`config.mk`:
```
export PLATFORM = sky130hd
export DESIGN_NAME = mac_array_feeder_flat
export DESIGN_NICKNAME = d
export VERILOG_FILES = /design/src/rtl/mac_array_feeder_if.sv /design/src/rtl/mac_array_feeder.sv /design/src/flat_wrapper.sv
export SDC_FILE = /design/constraint.sdc
export NUM_CORES = 1
export LEC_CHECK = 0
export CORE_MARGIN = 2
export CORE_UTILIZATION = 44
export CTS_CLUSTER_DIAMETER = 60
export DETAILED_ROUTE_END_ITERATION = 8
export GPL_TIMING_DRIVEN = 0
export PLACE_DENSITY = 0.76
export SLEW_MARGIN = 15
export SYNTH_ARGS = -nofsm -noshare
export SYNTH_HDL_FRONTEND = slang
export SYNTH_SLANG_ARGS = --single-unit
```
`constraint.sdc`:
```
create_clock -name CLK -period 2.05 [get_ports CLK]
set_input_delay 0.5125 -clock CLK [delete_from_list [all_inputs] [get_ports CLK]]
set_output_delay 0.5125 -clock CLK [all_outputs]
set_load 0.1 [all_outputs]
```
`src/rtl/mac_array_feeder_if.sv`:
```
// Upstream handshake bundle for mac_array_feeder: weight-row words and input vectors.
// The upstream producer uses the master modport; the feeder uses slave.
interface mac_array_feeder_if #(
    parameter int DW    = 8,
    parameter int LANES = 5
);
    logic                  w_valid;
    logic [DW*LANES-1:0]   w_data;
    logic                  w_ready;
    logic                  x_valid;
    logic [DW*LANES-1:0]   x_data;
    logic                  x_ready;

    modport master (
        output w_valid, w_data, x_valid, x_data,
        input  w_ready, x_ready
    );

    modport slave (
        input  w_valid, w_data, x_valid, x_data,
        output w_ready, x_ready
    );
endinterface

```
`src/rtl/mac_array_feeder.sv`:
```
// Transmit-side sequencer for a LANES x LANES systolic MAC array: loads weight rows,
// then streams input vectors with a per-lane diagonal skew and flushes the skew pipeline.
module mac_array_feeder #(
    parameter int DW    = 8,
    parameter int LANES = 5,
    parameter int MAXT  = 16
) (
    input  logic                  CLK,
    input  logic                  RSTN,
    input  logic                  start_i,
    input  logic [2:0]            n_i,
    input  logic [4:0]            t_i,
    mac_array_feeder_if.slave     bus_if,
    output logic [DW*LANES-1:0]   Weight_o,
    output logic                  enW_o,
    output logic [DW*LANES-1:0]   In_o,
    output logic                  enI_o,
    output logic [2:0]            N_o,
    output logic [4:0]            T_o,
    output logic                  busy_o,
    output logic                  done_o,
    output logic                  err_o
);
    localparam int         BW     = DW * LANES;
    localparam logic [4:0] LAST_W = 5'(LANES - 1);
    localparam logic [4:0] MAX_T  = 5'(MAXT);
    localparam logic [2:0] MAX_N  = 3'(LANES);

    typedef enum logic [2:0] {
        S_IDLE   = 3'd0,
        S_LOAD_W = 3'd1,
        S_STREAM = 3'd2,
        S_DRAIN  = 3'd3,
        S_DONE   = 3'd4
    } state_e;

    state_e          state_q, state_d;
    logic [4:0]      cnt_q, cnt_d;
    logic [2:0]      n_q, n_d;
    logic [4:0]      t_q, t_d;
    logic [BW-1:0]   weight_q, weight_d;
    logic [BW-1:0]   in_q, in_d;
    logic            enw_q, eni_q;
    logic            w_ready_q, w_ready_d;
    logic            x_ready_q, x_ready_d;
    logic            busy_q, busy_d;
    logic            done_q, done_d;
    logic            err_q, err_d;

    logic            w_hs_s, x_hs_s, adv_s, start_ok_s;
    logic [BW-1:0]   skew_in_s, skew_out_s;

    assign w_hs_s     = bus_if.w_valid & w_ready_q;
    assign x_hs_s     = bus_if.x_valid & x_ready_q;
    assign adv_s      = x_hs_s | (state_q == S_DRAIN);
    assign start_ok_s = (n_i != 3'd0) && (n_i <= MAX_N) && (t_i != 5'd0) && (t_i <= MAX_T);

    // Next-state, counter and registered-output logic of the tile sequencer.
    always_comb begin
        state_d  = state_q;
        cnt_d    = cnt_q;
        n_d      = n_q;
        t_d      = t_q;
        err_d    = 1'b0;
        case (state_q)
            S_IDLE: begin
                if (start_i && start_ok_s) begin
                    n_d     = n_i;
                    t_d     = t_i;
                    cnt_d   = 5'd0;
                    state_d = S_LOAD_W;
                end else begin
                    err_d   = start_i;
                end
            end
            S_LOAD_W: begin
                if (w_hs_s && (cnt_q == LAST_W)) begin
                    cnt_d   = 5'd0;
                    state_d = S_STREAM;
                end else if (w_hs_s) begin
                    cnt_d   = cnt_q + 5'd1;
                end else begin
                    cnt_d   = cnt_q;
                end
            end
            S_STREAM: begin
                if (x_hs_s && (cnt_q == (t_q - 5'd1))) begin
                    cnt_d   = 5'd0;
                    state_d = (n_q > 3'd1) ? S_DRAIN : S_DONE;
                end else if (x_hs_s) begin
                    cnt_d   = cnt_q + 5'd1;
                end else begin
                    cnt_d   = cnt_q;
                end
            end
            S_DRAIN: begin
                // N-1 zero advances push the deepest live lane out of its delay line
                if (cnt_q == ({2'b00, n_q} - 5'd2)) begin
                    cnt_d   = 5'd0;
                    state_d = S_DONE;
                end else begin
                    cnt_d   = cnt_q + 5'd1;
                end
            end
            S_DONE: begin
                state_d = S_IDLE;
            end
            default: begin
                state_d = S_IDLE;
            end
        endcase

        if (w_hs_s) begin
            weight_d = bus_if.w_data;
        end else begin
            weight_d = weight_q;
        end
        if (adv_s) begin
            in_d = skew_out_s;
        end else begin
            in_d = in_q;
        end
        w_ready_d = (state_d == S_LOAD_W);
        x_ready_d = (state_d == S_STREAM);
        busy_d    = (state_d != S_IDLE);
        done_d    = (state_q == S_DONE);
    end

    // Masks lanes beyond N at the pipeline entry; drain beats carry zeros in every lane.
    always_comb begin
        skew_in_s = '0;
        for (int k = 0; k < LANES; k++) begin
            if (x_hs_s && (k < int'(n_q))) begin
                skew_in_s[BW-1-DW*k -: DW] = bus_if.x_data[BW-1-DW*k -: DW];
            end else begin
                skew_in_s[BW-1-DW*k -: DW] = '0;
            end
        end
    end

    for (genvar k = 0; k < LANES; k++) begin : g_lane
        if (k == 0) begin : g_direct
            assign skew_out_s[BW-1 -: DW] = skew_in_s[BW-1 -: DW];
        end else begin : g_delay
            logic [k*DW-1:0] dl_q;

            // Lane k delay line, k entries deep; the oldest entry sits in the top slot.
            always_ff @(posedge CLK or negedge RSTN) begin
                if (!RSTN) begin
                    dl_q <= '0;
                end else if (adv_s) begin
                    dl_q <= (k*DW)'({dl_q, skew_in_s[BW-1-DW*k -: DW]});
                end else begin
                    dl_q <= dl_q;
                end
            end

            assign skew_out_s[BW-1-DW*k -: DW] = dl_q[k*DW-1 -: DW];
        end
    end

    // State register and all registered outputs.
    always_ff @(posedge CLK or negedge RSTN) begin
        if (!RSTN) begin
            state_q   <= S_IDLE;
            cnt_q     <= 5'd0;
            n_q       <= 3'd0;
            t_q       <= 5'd0;
            weight_q  <= '0;
            in_q      <= '0;
            enw_q     <= 1'b0;
            eni_q     <= 1'b0;
            w_ready_q <= 1'b0;
            x_ready_q <= 1'b0;
            busy_q    <= 1'b0;
            done_q    <= 1'b0;
            err_q     <= 1'b0;
        end else begin
            state_q   <= state_d;
            cnt_q     <= cnt_d;
            n_q       <= n_d;
            t_q       <= t_d;
            weight_q  <= weight_d;
            in_q      <= in_d;
            enw_q     <= w_hs_s;
            eni_q     <= adv_s;
            w_ready_q <= w_ready_d;
            x_ready_q <= x_ready_d;
            busy_q    <= busy_d;
            done_q    <= done_d;
            err_q     <= err_d;
        end
    end

    assign bus_if.w_ready = w_ready_q;
    assign bus_if.x_ready = x_ready_q;
    assign Weight_o       = weight_q;
    assign enW_o          = enw_q;
    assign In_o           = in_q;
    assign enI_o          = eni_q;
    assign N_o            = n_q;
    assign T_o            = t_q;
    assign busy_o         = busy_q;
    assign done_o         = done_q;
    assign err_o          = err_q;
endmodule

```
`src/flat_wrapper.sv`:
```
// flat-port wrapper written by rule: the top's interface ports become plain ports
module mac_array_feeder_flat 
#(
    parameter int DW    = 8,
    parameter int LANES = 5,
    parameter int MAXT  = 16
)
  (CLK, RSTN, start_i, n_i, t_i, Weight_o, enW_o, In_o, enI_o, N_o, T_o, busy_o, done_o, err_o, bus_if_w_valid, bus_if_w_data, bus_if_x_valid, bus_if_x_data, bus_if_w_ready, bus_if_x_ready);
  mac_array_feeder_if #(.DW(DW), .LANES(LANES)) bus_if_i ();
  input  logic CLK;
  input  logic RSTN;
  input  logic start_i;
  input  logic [2:0] n_i;
  input  logic [4:0] t_i;
  output logic [DW*LANES-1:0] Weight_o;
  output logic enW_o;
  output logic [DW*LANES-1:0] In_o;
  output logic enI_o;
  output logic [2:0] N_o;
  output logic [4:0] T_o;
  output logic busy_o;
  output logic done_o;
  output logic err_o;
  input wire logic [$bits(bus_if_i.w_valid)-1:0] bus_if_w_valid;
  input wire logic [$bits(bus_if_i.w_data)-1:0] bus_if_w_data;
  input wire logic [$bits(bus_if_i.x_valid)-1:0] bus_if_x_valid;
  input wire logic [$bits(bus_if_i.x_data)-1:0] bus_if_x_data;
  output wire logic [$bits(bus_if_i.w_ready)-1:0] bus_if_w_ready;
  output wire logic [$bits(bus_if_i.x_ready)-1:0] bus_if_x_ready;
  assign bus_if_i.w_valid = bus_if_w_valid;
  assign bus_if_i.w_data = bus_if_w_data;
  assign bus_if_i.x_valid = bus_if_x_valid;
  assign bus_if_i.x_data = bus_if_x_data;
  assign bus_if_w_ready = bus_if_i.w_ready;
  assign bus_if_x_ready = bus_if_i.x_ready;
  mac_array_feeder #(.DW(DW), .LANES(LANES), .MAXT(MAXT)) u_core (.CLK(CLK), .RSTN(RSTN), .start_i(start_i), .n_i(n_i), .t_i(t_i), .bus_if(bus_if_i), .Weight_o(Weight_o), .enW_o(enW_o), .In_o(In_o), .enI_o(enI_o), .N_o(N_o), .T_o(T_o), .busy_o(busy_o), .done_o(done_o), .err_o(err_o));
endmodule
```
==> summary.md <==
## Status
- **result of the run** finished clean

## Clock network
- **H-tree levels** 4
- **register clock-pin slew on the reported worst setup and hold paths** 70 ps
- **master cell of the clock root buffer** sky130_fd_sc_hd__clkbuf_16
- **total clock buffers created by CTS** 17
- **clock insertion delay at the later pin of the skew report** 420 ps
- **Clock Sinks** 183
- **clock tree from TritonCTS** done
- **number of buffers on the longest clock path** 2

## Final layout
- **Fillers** 1,272
- **Syn-to-layout area delta** 44.2%
- **finished layout cell area** 10,300 µm²
- **share of layout cells above drive strength 1** 27.9%
- **fin nets** 956
- **filler-free cell count of the finished design** 1,089

## Logic synthesis
- **number of distinct library cells after synthesis** 41
- **Warnings, synthesis** 0
- **proportion of synthesized flip-flops having asynchronous set or reset** 100%
- **cell type with the highest aggregate area in the netlist** sky130_fd_sc_hd__dfrtp_1
- **flip-flop and latch count after synthesis** 183
- **number of synthesized flops with an enable pin** 0
- **Most used DFF post-synth** sky130_fd_sc_hd__dfrtp_1
- **fraction of synthesized cell area taken by the top area cell type** 64.1%
- **dominant cells by area after synthesis** sky130_fd_sc_hd__dfrtp_1 64%, sky130_fd_sc_hd__nand2_1 13%, sky130_fd_sc_hd__mux2_2 7.6%
- **leading cell type by number of instances after synthesis** sky130_fd_sc_hd__nand2_1
- **synthesized instance count** 643
- **sequential-to-total area share from yosys stat** 64.1%
- **top cells by count, synth** 247 x sky130_fd_sc_hd__nand2_1, 183 x sky130_fd_sc_hd__dfrtp_1, 48 x sky130_fd_sc_hd__mux2_2, 41 x sky130_fd_sc_hd__a22o_1, 28 x sky130_fd_sc_hd__clkbuf_1
- **Avg Inst Size Synth** 11.1 µm²
- **synthesized cell area** 7140 µm²
- **Net Count, Synth** 742

## Global routing
- **aggregate global-route resource usage** 20.1%
- **leftover overflow at the end of global routing** 0
- **via count of the first global-routing pass** 5,577
- **global-route wire length before repair** 27.6 mm
- **number of antenna violations at the first check in global routing** 1
- **maximum number of pins on one net before global-route repair** 112

## Drt
- **Detailed Route Iter0 Violations** 295
- **number of vias per cell** 4.89
- **wire per inst** 15.2 µm
- **Antenna Violating Nets Remaining** 0
- **number of iterations in the first detailed-routing pass** 4
- **total number of vias** 5,324
- **number of remaining DRC errors** 0
- **Total Routed Length** 16.6 mm

## Placed design
- **Buffers on Ports** 187
- **final weighted congestion in routability-driven placement** 0.808
- **HPWL after detailed placement** 11.7 mm
- **dpl cell area** 9400 µm²
- **Placed Cells incl. Taps** 1,047

## STA
- **maximum clock rate** 495 MHz
- **number of max-slew violations in the final report** 0
- **Fin. Hold Viols** 0
- **crit path time final** 2020 ps
- **final number of setup-violating endpoints** 0
- **final hold slack** 39.8 ps
- **setup repair after global routing missed its margin** true
- **final clock period utilization by the worst path** 98.6%
- **clock skew** 7.11 ps
- **worst-margin pin slew** 866 ps
- **worst slew margin relative to its limit** 41.9%

## Job
- **max-cap check violation count** 0

## Setup path
- **Critical Setup Path Class** register to register
- **CP Max Fanout** 5
- **data required time at the worst endpoint** 2400 ps
- **source of the critical timing path** u_core.T_o[0]
- **startpoint class of the critical path** register
- **type of destination of the critical path** register
- **crit path DAT** 2370 ps
- **Reg2Reg Depth** 8
- **RR Endpoint** u_core.cnt_q[4]
- **launching point of the worst reg2reg path** u_core.T_o[0]
- **worst reg-to-reg setup slack** 30 ps

## Floorplanning
- **die area** 17,300 µm²
- **overall die height** 131 µm
- **I/O pin count** 188
- **Initial Util** 45.0%
- **Die X** 131 µm
- **placeable core region** 15,900 µm²
- **total number of placement rows** 46

## Worst hold path
- **class of the tightest hold or removal check** input pin to asynchronous set/reset pin

==> cell usage in the layout (no fill, tap or decap), types with 7 or more instances in the layout <==
cell                              Yosys  final
sky130_fd_sc_hd__buf_4                0      8
sky130_fd_sc_hd__inv_1               11      7
sky130_fd_sc_hd__a22o_1              41     41
sky130_fd_sc_hd__mux2_2              48     48
sky130_fd_sc_hd__dfrtp_2              0      8
sky130_fd_sc_hd__nand2_1            247    246
sky130_fd_sc_hd__dfrtp_1            183    171
sky130_fd_sc_hd__clkbuf_1            28     11
sky130_fd_sc_hd__clkbuf_2             0     15
sky130_fd_sc_hd__clkbuf_16            0     17
sky130_fd_sc_hd__clkdlybuf4s15_2      0     95
sky130_fd_sc_hd__nor2_1              10     10
sky130_fd_sc_hd__clkdlybuf4s50_1      0     85
sky130_fd_sc_hd__nand3_1              8      7
==> flip-flops by register name (all words and copies together), names as in the netlist <==
signal,count
u_core.err_o,1
u_core.bus_if.x_ready,1
u_core.N_o,3
u_core.enW_o,1
u_core.In_o,40
u_core.bus_if.w_ready,1
u_core.done_o,1
u_core.Weight_o,40
u_core.cnt_q,5
u_core.enI_o,1
u_core.busy_o,1
u_core.g_lane.g_delay.dl_q,80
u_core.T_o,5
u_core.state_q,3
==> what timing repair did <==
action / 4_1_cts / 5_1_grt
hold buffers: 0 / 0
buffers inserted: 3 / 5
pin swaps: 5 / 10
setup endpoints to repair: 202 / 107
resized for setup: 314 / 31
==> critical path, stage by stage, from the launching register on <==
cell and delay (ps):
sky130_fd_sc_hd__dfrtp_4 510, sky130_fd_sc_hd__inv_4 70, sky130_fd_sc_hd__ha_4 190, sky130_fd_sc_hd__xor2_1 150, sky130_fd_sc_hd__nand2_1 150, sky130_fd_sc_hd__nor4_4 60, sky130_fd_sc_hd__a22o_1 250, sky130_fd_sc_hd__or4_1 470
sky130_fd_sc_hd__o21ai_1 90
==> cell type report <==
type,count,area [µm²],share of cell area [%]
Antenna cell,3,7.51,0.0729
Clock buffer,19,453,4.40
Clock inverter,13,164,1.59
Inverter,12,52.6,0.510
Tap cell,216,270,2.62
Sequential cell,183,4600,44.7
Multi-Input combinational cell,420,2560,24.8
Buffer,27,121,1.18
Timing Repair Buffer,196,2070,20.1
==> how the worst max path moves through the flow <==
stage                                  to  slack, ps  cells past startpoint
final                     u_core.cnt_q[4]         30                      8
after global routing        u_core.busy_o        -50                      6
after CTS                 u_core.cnt_q[3]        -10                      7
after detailed placement  u_core.cnt_q[2]       -790                      7
after global placement      u_core.N_o[2]      -8220                      1
after floorplan           u_core.cnt_q[3]        -70                      6
==> stage by stage <==
stage | setup WS (ps) | setup TNS [ps] | utilization (%)
floorplan | -67.2 | -158 | -
global placement | -8220 | -1371820 | 59.0
detailed placement | -790 | -89560 | 59.2
CTS | -14.8 | -14.8 | 64.2
global route | -48.6 | -128 | 64.8
finish | 29.0 | 0 | 64.8
==> kinds of logic after synthesis <==
family          Yosys count  share of synthesized area [%]
flops                   183                           64.1
fa+ha+maj                 6                           1.05
simple gates            289                           16.5
xor+xnor                 10                           1.23
mux                      49                           7.71
buf+inv                  40                           2.10
compound gates           66                           7.32
==> metal layers <==
| metal | GRT usage [%] | share of wire (%) | vias to the layer above |
|---|---|---|---|
| li1 | - | - | 2586 |
| met3 | 8.26 | 8.8 | 29 |
| met5 | 0 | 0 | - |
| met4 | 7.25 | 2.2 | 0 |
| met1 | 23.6 | 40 | 2549 |
| met2 | 33.4 | 49 | 160 |
Power is left out: the tool's default activity adds up to more than one toggle a clock period on the data nets, which glitch-free logic cannot reach.
